[src/rtl/reg_alu_pipe_if.sv]
// Issue/write-back bus of the reg_alu_pipe datapath.
// The master side (decoder/controller, memory) presents the instruction fields
// and the load data. The slave side (the datapath) returns in_ready, the WB
// stage view, the registered ALU result and the PSR.
//   in_valid/in_ready      : issue handshake
//   write, imm_mux, cond_rslt, wb_mux, rSrc, rDst, alu_op, pc_ra, imm_in
//                          : instruction fields, sampled at acceptance
//   mem_data               : load data, sampled while the load sits in WB
//   wb_valid, wb_rdst, wb_data, alu_result, psr_out : datapath outputs
interface reg_alu_pipe_if #(
  parameter int DATAWIDTH = 16,
  parameter int NREGS     = 16,
  parameter int IMMWIDTH  = 8,
  parameter int PSRWIDTH  = 5
);
  localparam int REGW = $clog2(NREGS);

  logic                 in_valid;
  logic                 in_ready;
  logic                 write;
  logic                 imm_mux;
  logic                 cond_rslt;
  logic [1:0]           wb_mux;
  logic [REGW-1:0]      rSrc;
  logic [REGW-1:0]      rDst;
  logic [3:0]           alu_op;
  logic [DATAWIDTH-1:0] pc_ra;
  logic [IMMWIDTH-1:0]  imm_in;
  logic [DATAWIDTH-1:0] mem_data;
  logic                 wb_valid;
  logic [REGW-1:0]      wb_rdst;
  logic [DATAWIDTH-1:0] wb_data;
  logic [DATAWIDTH-1:0] alu_result;
  logic [PSRWIDTH-1:0]  psr_out;

  modport master (
    output in_valid, write, imm_mux, cond_rslt, wb_mux, rSrc, rDst, alu_op,
           pc_ra, imm_in, mem_data,
    input  in_ready, wb_valid, wb_rdst, wb_data, alu_result, psr_out
  );

  modport slave (
    input  in_valid, write, imm_mux, cond_rslt, wb_mux, rSrc, rDst, alu_op,
           pc_ra, imm_in, mem_data,
    output in_ready, wb_valid, wb_rdst, wb_data, alu_result, psr_out
  );
endinterface

[src/rtl/reg_alu_pipe.sv]
// Three-stage (issue/read, execute, write-back) register file + ALU pipeline.
// Operand A is always reg[rDst]; operand B is reg[rSrc] or the sign-extended
// immediate. Full EX/WB forwarding, a registered PSR {N,Z,F,L,C}, and a
// one-cycle interlock when an instruction needs the result of a load in EX.
// Ports:
//   clk   : rising-edge clock
//   reset : asynchronous active-high reset, clears all state
//   bus   : reg_alu_pipe_if slave (issue handshake, fields, WB outputs)
module reg_alu_pipe #(
  parameter int DATAWIDTH = 16,
  parameter int NREGS     = 16,
  parameter int IMMWIDTH  = 8,
  parameter int PSRWIDTH  = 5
) (
  input  logic          clk,
  input  logic          reset,
  reg_alu_pipe_if.slave bus
);
  localparam int REGW = $clog2(NREGS);

  localparam logic [3:0] OP_ADD = 4'd0;
  localparam logic [3:0] OP_SUB = 4'd1;
  localparam logic [3:0] OP_CMP = 4'd2;
  localparam logic [3:0] OP_AND = 4'd3;
  localparam logic [3:0] OP_OR  = 4'd4;
  localparam logic [3:0] OP_XOR = 4'd5;
  localparam logic [3:0] OP_MOV = 4'd6;
  localparam logic [3:0] OP_LSH = 4'd7;

  logic [DATAWIDTH-1:0] rf [NREGS];

  logic                 ex_valid, ex_write, ex_cond;
  logic [1:0]           ex_wb_mux;
  logic [REGW-1:0]      ex_dst;
  logic [3:0]           ex_op;
  logic [DATAWIDTH-1:0] ex_a, ex_b, ex_pc_ra;

  logic                 wb_valid_q, wb_write, wb_cond;
  logic [1:0]           wb_mux_q;
  logic [REGW-1:0]      wb_rdst_q;
  logic [DATAWIDTH-1:0] alu_result_q, wb_pc_ra;
  logic [PSRWIDTH-1:0]  psr_q;

  logic [DATAWIDTH-1:0] alu_r, ex_fwd, wb_data_c, opnd_a, opnd_b, imm_ext;
  logic [DATAWIDTH:0]   sum, diff;
  logic                 load_hit, accept;
  logic [3:0]           shamt_neg;

  assign imm_ext = {{(DATAWIDTH-IMMWIDTH){bus.imm_in[IMMWIDTH-1]}}, bus.imm_in};

  // An instruction that reads the destination of a load still in EX must wait
  // one cycle so the load data can be picked up from the WB path.
  assign load_hit = ex_valid && ex_write && (ex_wb_mux == 2'd3) &&
                    ((ex_dst == bus.rDst) || (!bus.imm_mux && (ex_dst == bus.rSrc)));
  assign bus.in_ready = !load_hit;
  assign accept = bus.in_valid && !load_hit;

  // ALU; the low bits of -B only depend on the low bits of B
  assign shamt_neg = 4'd0 - ex_b[3:0];
  always_comb begin
    sum   = {1'b0, ex_a} + {1'b0, ex_b};
    diff  = {1'b0, ex_a} - {1'b0, ex_b};
    alu_r = '0;
    case (ex_op)
      OP_ADD: alu_r = sum[DATAWIDTH-1:0];
      OP_SUB, OP_CMP: alu_r = diff[DATAWIDTH-1:0];
      OP_AND: alu_r = ex_a & ex_b;
      OP_OR:  alu_r = ex_a | ex_b;
      OP_XOR: alu_r = ex_a ^ ex_b;
      OP_MOV: alu_r = ex_b;
      OP_LSH: alu_r = ex_b[DATAWIDTH-1] ? (ex_a >> shamt_neg) : (ex_a << ex_b[3:0]);
      default: alu_r = '0;
    endcase
  end

  // Value the EX instruction will write back (loads are excluded via the interlock)
  always_comb begin
    ex_fwd = alu_r;
    case (ex_wb_mux)
      2'd0: ex_fwd = ex_pc_ra;
      2'd1: ex_fwd = {{(DATAWIDTH-1){1'b0}}, ex_cond};
      default: ex_fwd = alu_r;
    endcase
  end

  always_comb begin
    wb_data_c = alu_result_q;
    case (wb_mux_q)
      2'd0: wb_data_c = wb_pc_ra;
      2'd1: wb_data_c = {{(DATAWIDTH-1){1'b0}}, wb_cond};
      2'd2: wb_data_c = alu_result_q;
      default: wb_data_c = bus.mem_data;
    endcase
  end

  // Operand read with EX-over-WB-over-regfile priority
  always_comb begin
    opnd_a = rf[bus.rDst];
    if (ex_valid && ex_write && ex_wb_mux != 2'd3 && ex_dst == bus.rDst)
      opnd_a = ex_fwd;
    else if (wb_valid_q && wb_write && wb_rdst_q == bus.rDst)
      opnd_a = wb_data_c;

    opnd_b = rf[bus.rSrc];
    if (bus.imm_mux)
      opnd_b = imm_ext;
    else if (ex_valid && ex_write && ex_wb_mux != 2'd3 && ex_dst == bus.rSrc)
      opnd_b = ex_fwd;
    else if (wb_valid_q && wb_write && wb_rdst_q == bus.rSrc)
      opnd_b = wb_data_c;
  end

  // Pipeline registers, flags and register file
  always_ff @(posedge clk or posedge reset) begin
    if (reset) begin
      ex_valid     <= 1'b0;
      ex_write     <= 1'b0;
      ex_cond      <= 1'b0;
      ex_wb_mux    <= '0;
      ex_dst       <= '0;
      ex_op        <= '0;
      ex_a         <= '0;
      ex_b         <= '0;
      ex_pc_ra     <= '0;
      wb_valid_q   <= 1'b0;
      wb_write     <= 1'b0;
      wb_cond      <= 1'b0;
      wb_mux_q     <= '0;
      wb_rdst_q    <= '0;
      alu_result_q <= '0;
      wb_pc_ra     <= '0;
      psr_q        <= '0;
      for (int i = 0; i < NREGS; i++) rf[i] <= '0;
    end else begin
      ex_valid <= accept;
      if (accept) begin
        ex_write  <= bus.write && (bus.alu_op != OP_CMP);
        ex_cond   <= bus.cond_rslt;
        ex_wb_mux <= bus.wb_mux;
        ex_dst    <= bus.rDst;
        ex_op     <= bus.alu_op;
        ex_a      <= opnd_a;
        ex_b      <= opnd_b;
        ex_pc_ra  <= bus.pc_ra;
      end

      wb_valid_q <= ex_valid;
      if (ex_valid) begin
        wb_write     <= ex_write;
        wb_cond      <= ex_cond;
        wb_mux_q     <= ex_wb_mux;
        wb_rdst_q    <= ex_dst;
        alu_result_q <= alu_r;
        wb_pc_ra     <= ex_pc_ra;
      end

      // PSR order {N,Z,F,L,C}; C is carry for ADD and borrow for SUB/CMP
      if (ex_valid && (ex_op == OP_ADD || ex_op == OP_SUB || ex_op == OP_CMP)) begin
        psr_q <= {
          $signed(ex_a) < $signed(ex_b),
          (ex_op == OP_CMP) ? (ex_a == ex_b) : (alu_r == '0),
          (ex_op == OP_ADD) ?
            ((ex_a[DATAWIDTH-1] == ex_b[DATAWIDTH-1]) && (alu_r[DATAWIDTH-1] != ex_a[DATAWIDTH-1])) :
            ((ex_a[DATAWIDTH-1] != ex_b[DATAWIDTH-1]) && (alu_r[DATAWIDTH-1] != ex_a[DATAWIDTH-1])),
          ex_a < ex_b,
          (ex_op == OP_ADD) ? sum[DATAWIDTH] : diff[DATAWIDTH]
        };
      end

      if (wb_valid_q && wb_write)
        rf[wb_rdst_q] <= wb_data_c;
    end
  end

  assign bus.wb_valid   = wb_valid_q;
  assign bus.wb_rdst    = wb_rdst_q;
  assign bus.wb_data    = wb_data_c;
  assign bus.alu_result = alu_result_q;
  assign bus.psr_out    = psr_q;
endmodule

[src/flat_wrapper.sv]
// flat-port wrapper written by rule: the top's interface ports become plain ports
module reg_alu_pipe_flat 
#(
  parameter int DATAWIDTH = 16,
  parameter int NREGS     = 16,
  parameter int IMMWIDTH  = 8,
  parameter int PSRWIDTH  = 5
)
  (clk, reset, bus_in_valid, bus_write, bus_imm_mux, bus_cond_rslt, bus_wb_mux, bus_rSrc, bus_rDst, bus_alu_op, bus_pc_ra, bus_imm_in, bus_mem_data, bus_in_ready, bus_wb_valid, bus_wb_rdst, bus_wb_data, bus_alu_result, bus_psr_out);
  reg_alu_pipe_if #(.DATAWIDTH(DATAWIDTH), .NREGS(NREGS), .IMMWIDTH(IMMWIDTH), .PSRWIDTH(PSRWIDTH)) bus_i ();
  input  logic clk;
  input  logic reset;
  input wire logic [$bits(bus_i.in_valid)-1:0] bus_in_valid;
  input wire logic [$bits(bus_i.write)-1:0] bus_write;
  input wire logic [$bits(bus_i.imm_mux)-1:0] bus_imm_mux;
  input wire logic [$bits(bus_i.cond_rslt)-1:0] bus_cond_rslt;
  input wire logic [$bits(bus_i.wb_mux)-1:0] bus_wb_mux;
  input wire logic [$bits(bus_i.rSrc)-1:0] bus_rSrc;
  input wire logic [$bits(bus_i.rDst)-1:0] bus_rDst;
  input wire logic [$bits(bus_i.alu_op)-1:0] bus_alu_op;
  input wire logic [$bits(bus_i.pc_ra)-1:0] bus_pc_ra;
  input wire logic [$bits(bus_i.imm_in)-1:0] bus_imm_in;
  input wire logic [$bits(bus_i.mem_data)-1:0] bus_mem_data;
  output wire logic [$bits(bus_i.in_ready)-1:0] bus_in_ready;
  output wire logic [$bits(bus_i.wb_valid)-1:0] bus_wb_valid;
  output wire logic [$bits(bus_i.wb_rdst)-1:0] bus_wb_rdst;
  output wire logic [$bits(bus_i.wb_data)-1:0] bus_wb_data;
  output wire logic [$bits(bus_i.alu_result)-1:0] bus_alu_result;
  output wire logic [$bits(bus_i.psr_out)-1:0] bus_psr_out;
  assign bus_i.in_valid = bus_in_valid;
  assign bus_i.write = bus_write;
  assign bus_i.imm_mux = bus_imm_mux;
  assign bus_i.cond_rslt = bus_cond_rslt;
  assign bus_i.wb_mux = bus_wb_mux;
  assign bus_i.rSrc = bus_rSrc;
  assign bus_i.rDst = bus_rDst;
  assign bus_i.alu_op = bus_alu_op;
  assign bus_i.pc_ra = bus_pc_ra;
  assign bus_i.imm_in = bus_imm_in;
  assign bus_i.mem_data = bus_mem_data;
  assign bus_in_ready = bus_i.in_ready;
  assign bus_wb_valid = bus_i.wb_valid;
  assign bus_wb_rdst = bus_i.wb_rdst;
  assign bus_wb_data = bus_i.wb_data;
  assign bus_alu_result = bus_i.alu_result;
  assign bus_psr_out = bus_i.psr_out;
  reg_alu_pipe #(.DATAWIDTH(DATAWIDTH), .NREGS(NREGS), .IMMWIDTH(IMMWIDTH), .PSRWIDTH(PSRWIDTH)) u_core (.clk(clk), .reset(reset), .bus(bus_i));
endmodule
[config.mk]
export PLATFORM = sky130hd
export DESIGN_NAME = reg_alu_pipe_flat
export DESIGN_NICKNAME = d
export VERILOG_FILES = /design/src/rtl/reg_alu_pipe_if.sv /design/src/rtl/reg_alu_pipe.sv /design/src/flat_wrapper.sv
export SDC_FILE = /design/constraint.sdc
export NUM_CORES = 1
export LEC_CHECK = 0
export CAP_MARGIN = 20
export CORE_UTILIZATION = 43
export CTS_CLUSTER_DIAMETER = 50
export DETAILED_ROUTE_END_ITERATION = 10
export GPL_TIMING_DRIVEN = 0
export MAX_ROUTING_LAYER = met4
export PLACE_DENSITY = 0.59
export SETUP_SLACK_MARGIN = 0.02
export SYNTH_ARGS = -nofsm -noshare
export SYNTH_HDL_FRONTEND = slang
export SYNTH_SLANG_ARGS = --single-unit
[constraint.sdc]
create_clock -name clk -period 30.7 [get_ports clk]
set_input_delay 3.07 -clock clk [delete_from_list [all_inputs] [get_ports clk]]
set_output_delay 3.07 -clock clk [all_outputs]
set_load 0.03 [all_outputs]
Word-level counts from Yosys, hierarchy flattened
Cells that the tools add are included.
{ "totals": {"regBits": 363, "inputBits": 60, "out_inout_bits": 43, "wordCells": 118} }
{ "op_classes": {"n_addsub": 3, "order_cmp": 6, "eq_ne": 21, "shifts": 2, "muxes": 21, "n_bitwise": 6, "n_reduce_logical": 26} }
{ "op_table": {"columns": ["cell", "n"], "rows": [
  ["256-bit bitwise mux", 1],
  ["16-bit 2-to-1 mux", 11],
  ["16-bit binary-select mux with 4-bit select", 2],
  ["16-bit one-hot mux with 7 select lines", 1],
  ["16-bit demux with 4-bit select", 1],
  ["16-bit one-hot mux with 3 select lines", 1],
  ["16-bit < comparator", 2],
  ["16-bit one-hot mux with 2 select lines", 1],
  ["16-bit by 16-bit adder with 17-bit output", 1],
  ["16-bit by 16-bit subtractor with 17-bit output", 1],
  ["16-bit bitwise AND", 1],
  ["16-bit == test", 1],
  ["4-bit by 3-bit == test with 1-bit output (second input constant)", 4],
  ["4-bit == test", 4],
  ["1-bit logical AND", 16],
  ["16-bit logical NOT", 1],
  ["16-bit OR", 1],
  ["16-bit by 4-bit << shifter with 16-bit output", 1],
  ["16-bit by 4-bit right shift with 16-bit output", 1],
  ["16-bit bitwise XOR", 1],
  ["5-bit >= comparator (second input constant)", 3],
  ["4-bit NOT with 5-bit output", 3],
  ["4-bit by 2-bit == test with 1-bit output (second input constant)", 2],
  ["5-bit by 1-bit < comparator with 1-bit output (second input constant)", 1],
  ["other kinds (14)", 23]
]} }

Logic depth before layout (Yosys ltp)
{ "logic_depth": {"depth_word": 7, "mapped_depth": 16, "depth_no_buf": 13} }

Least setup slack after synthesis
Ideal clock, no wire load.
{ "synth_path": {"kind": "input -> output", "start": "input bus_rSrc[0]", "end": "output bus_in_ready", "arrival_ns": 4.370, "required_time_ns": 27.630, "setup_slack_ns": 23.260, "cell_stages": 5, "path_buffers": 1, "path_cell_list": "buf_1 -> xnor2_1 -> nand4_1 -> o21ai_0 -> nand4_1"} }
{ "synth_via": {"elab_chain_cells": 5} }
{ "synth_lines": {"columns": ["element", "line_no", "rtl"], "rows": [
  ["start, declared", "flat_wrapper.sv:18", "input wire logic [$bits(bus_i.rSrc)-1:0] bus_rSrc;"],
  ["4-bit == test", "reg_alu_pipe.sv:54", "((ex_dst == bus.rDst) || (!bus.imm_mux && (ex_dst == bus.rSrc)));"],
  ["1-bit logical AND", "reg_alu_pipe.sv:54", null],
  ["1-bit logical OR", "reg_alu_pipe.sv:54", null],
  ["1-bit logical AND", "reg_alu_pipe.sv:53", "assign load_hit = ex_valid && ex_write && (ex_wb_mux == 2'd3) &&"],
  ["1-bit logical NOT", "reg_alu_pipe.sv:55", "assign bus.in_ready = !load_hit;"],
  ["end, declared", "flat_wrapper.sv:24", "output wire logic [$bits(bus_i.in_ready)-1:0] bus_in_ready;"]
]} }
No other way between the ends.

Worst setup path after layout
{ "layout_path": {"start": "input bus_mem_data[3]", "end": "output bus_wb_data[3]"} }
{ "layout_via": {"elab_chain_cells": 1} }
{ "layout_lines": {"columns": ["element", "line_no", "rtl"], "rows": [
  ["start, declared", "flat_wrapper.sv:23", "input wire logic [$bits(bus_i.mem_data)-1:0] bus_mem_data;"],
  ["16-bit one-hot mux with 3 select lines", "reg_alu_pipe.sv:88", "case (wb_mux_q)"],
  ["end, declared", "flat_wrapper.sv:27", "output wire logic [$bits(bus_i.wb_data)-1:0] bus_wb_data;"]
]} }
No other way between the ends.

==> flow_summary.ini <==
[route]
drt-wirelength-per-cell_um = 29.41
wl_um = 91500
first_pass_iters = 5
drc_errors = 0
drt_iter0_drc = 2022
ant_nets = 0
num_vias = 19850
post_drt_via_cell_ratio = 6.379

[grt]
track_usage_pct = 35.91
antenna_found_initial = 3
grt_pass1_vias = 20140
grt_max_degree = 130
grt-ovfl-total = 0
grt_first_pass_wirelength_um = 135600

[logic_synthesis]
netlist_instances = 2231
syn_nets = 2346
ys_seq_area_share_pct = 40.23
synth_edf_count = 0
synth_seq_cells = 363
synth_area_um2 = 22580
synthFlopType = dfrtp_1
avgSynthCellArea_um2 = 10.12
synth.distinct_cells = 77
yosysWarningCount = 0
synthArstFlopShare_pct = 100.0

[worst_setup_path]
r2r_setup_slack_ns = 24.11
crit_path_top_delay_cell = a22oi_1
worstPathMaxFanout = 10
criticalPathCategory = primary input to output pin
path_cells = clkdlybuf4s50_1 -> mux2_2 -> a22oi_1 -> clkbuf_1 -> inv_1 -> clkdlybuf4s50_1
crit_required_ns = 27.63
critPathTopFamily = buffers and inverters
cp-start-kind = primary input
cpPeakStageDelay_ns = 1.00
crit_path_frequent_cell = clkdlybuf4s50_1
critPathBufInv = 4
reg2reg_to = u_core.ex_b[6]
cp-end-kind = output pin
r2r-start = u_core.ex_b[0]
crit_arrival_ns = 6.08
r2r_cells = 16

[clock_tree]
clock_sink_count = 363
cts_tree = yes
clk_latency_ns = 0.62
postCtsSetupBuffers = 0
cts_max_level = 2
cts_resized = 0
numCtsBuffers = 47
hold_buffers = 0
cts_buffer_depth = 3
root_buffer = clkbuf_16
clkTransAtPathRegs_ns = 0.06

[sta]
setup_tns_ns = 0
setup_viol_count_final = 0
slew_headroom_pct = 8.208
period_needed_ns = 9.151
period_share_pct = 29.81
max_freq_mhz = 109.3
worst_pin_slew_ns = 1.377
fin_skew_ns = 0.03408
final_max_slew_viol_count = 0
report.final.hold_viol_count = 0
rsz0062_at_grt = no

[die]
coreArea_um2 = 51610
start_util_pct = 43.74
die_h_um = 231.1
ios = 103
die_area_um2 = 53430
row_count = 83
die-width_um = 231.1

[power]
vdd.ir_drop.worst_uv = 60.14
power_density_nw_per_um2 = 91.71
static-leakage-power_nw = 10.43

[run_status]
status = complete, no violations

[layout]
drive_gt1_share_pct = 14.99
syn_to_final_growth_pct = 16.50
finalNonFillerCells = 3111
nets = 2505

[hold_path]
hold_class = register to register
min_to = u_core.bus.wb_valid
hp-start = u_core.ex_valid
min_path_cells = 0

[place]
place_inst = 3014
hpwl_um = 70510
routabilityCongestion = 1.007
port_buffers = 96

[job]
drv_cap = 0
[state kept, by name (all words and copies together) (netlist names), 4 cells and up]
| signal | cells |
|---|---|
| u_core.ex_pc_ra | 16 |
| u_core.bus.wb_rdst | 4 |
| u_core.ex_op | 4 |
| u_core.bus.alu_result | 16 |
| u_core.wb_pc_ra | 16 |
| u_core.bus.psr_out | 5 |
| u_core.rf | 256 |
| u_core.ex_dst | 4 |
| u_core.ex_a | 16 |
| u_core.ex_b | 16 |
[stage by stage]
| step | hold slack [ns] | util [%] | setup WS, ns | total power (W) | cell area [um2] |
|---|---|---|---|---|---|
| after floorplan | 0.3519 | - | 17.55 | 0.001428 | 22580 |
| after global placement | 0.3627 | 47.25 | 13.15 | 0.001762 | 24390 |
| after detailed placement | 0.3635 | 47.49 | 21.57 | 0.001793 | 24510 |
| after CTS | 0.3851 | 50.75 | 21.56 | 0.002390 | 26200 |
| after global routing | 0.4084 | 50.96 | 21.47 | 0.002524 | 26300 |
| final | 0.3931 | 50.96 | 21.55 | 0.002412 | 26300 |
[layer usage]
| metal | track usage, % | share of wire (%) |
|---|---|---|
| met1 | 44.03 | 39 |
| met4 | 20.57 | 6.2 |
| met5 | - | 0 |
| met2 | 56.67 | 48 |
| met3 | 5.524 | 7.0 |
[final cells by class]
class	instances	area (um2)
fillers	4728	25310
multi-input cells	1594	12460
flip-flops and latches	363	9084
clock buffers	61	1319
repair buffers	110	1167
well taps	680	850.8
plain buffers	200	765.7
clock inverters	26	362.8
inverters	74	285.3
diodes	3	7.507
[cells in the final DEF, fill, tap and decap left out, types with 9 or more instances in the layout]
| cell type | count |
|---|---|
| dfrtp_1 | 363 |
| nor2_1 | 267 |
| a21oi_1 | 239 |
| nand2_1 | 222 |
| mux4_2 | 175 |
| clkbuf_1 | 169 |
| o21ai_0 | 133 |
| clkdlybuf4s50_1 | 96 |
| mux2_2 | 72 |
| inv_1 | 71 |
| ha_1 | 53 |
| clkbuf_16 | 47 |
| a22oi_1 | 33 |
| a211oi_1 | 33 |
| buf_1 | 29 |
| nand3_1 | 28 |
| o211ai_1 | 26 |
| nor3_1 | 25 |
| mux2i_1 | 21 |
| xnor2_1 | 20 |
| nand2b_1 | 17 |
| nor2b_1 | 16 |
| nand4_1 | 14 |
| nor4_1 | 13 |
| a221oi_1 | 12 |
| a31oi_1 | 11 |
| and3_1 | 9 |
| clkbuf_8 | 9 |
[how the worst max path moves through the flow]
stage                               start                  endpoint  slack, ns  depth (start not counted)
after floorplan                     reset  u_core.bus.alu_result[0]      17.55                          1
after global placement              reset             u_core.rf[81]      13.15                          2
after detailed placement  bus_mem_data[3]            bus_wb_data[3]      21.57                          6
after CTS                 bus_mem_data[3]            bus_wb_data[3]      21.56                          6
after global routing      bus_mem_data[3]            bus_wb_data[3]      21.47                          6
final                     bus_mem_data[3]            bus_wb_data[3]      21.55                          6
[Yosys cell counts, types with 25 or more instances]
cell / n / area share, %
dfrtp_1: 363 / 40
clkbuf_1: 164 / 2.7
ha_1: 53 / 2.9
nand2_1: 222 / 3.7
nor3_1: 25 / 0.55
o211ai_1: 26 / 0.86
o21ai_0: 133 / 2.9
nor2_1: 267 / 4.4
buf_1: 29 / 0.48
mux4_2: 175 / 17
inv_1: 72 / 1.2
a21oi_1: 239 / 5.3
nand3_1: 28 / 0.62
mux2_2: 72 / 3.6
a211oi_1: 33 / 1.1
a22oi_1: 33 / 1.1
[kinds of logic after synthesis]
group                      share of synthesized area (%)
xor gates and xnor gates                           1.009
muxes                                              22.44
AOI/OAI and AO/OA                                  16.00
buffers and inverters                              4.622
and+or+nand+nor                                    12.58
DFF                                                40.23
adders and majority gates                          3.114
[power breakdown]
part / internal [W] / total (W) / switching [W]
sequential: 0.000648 / 0.000812 / 0.000164
combinational: 0.000433 / 0.00101 / 0.000575
clock: 0.000358 / 0.000592 / 0.000234
No activity file was read; power rests on OpenSTA's default activity.
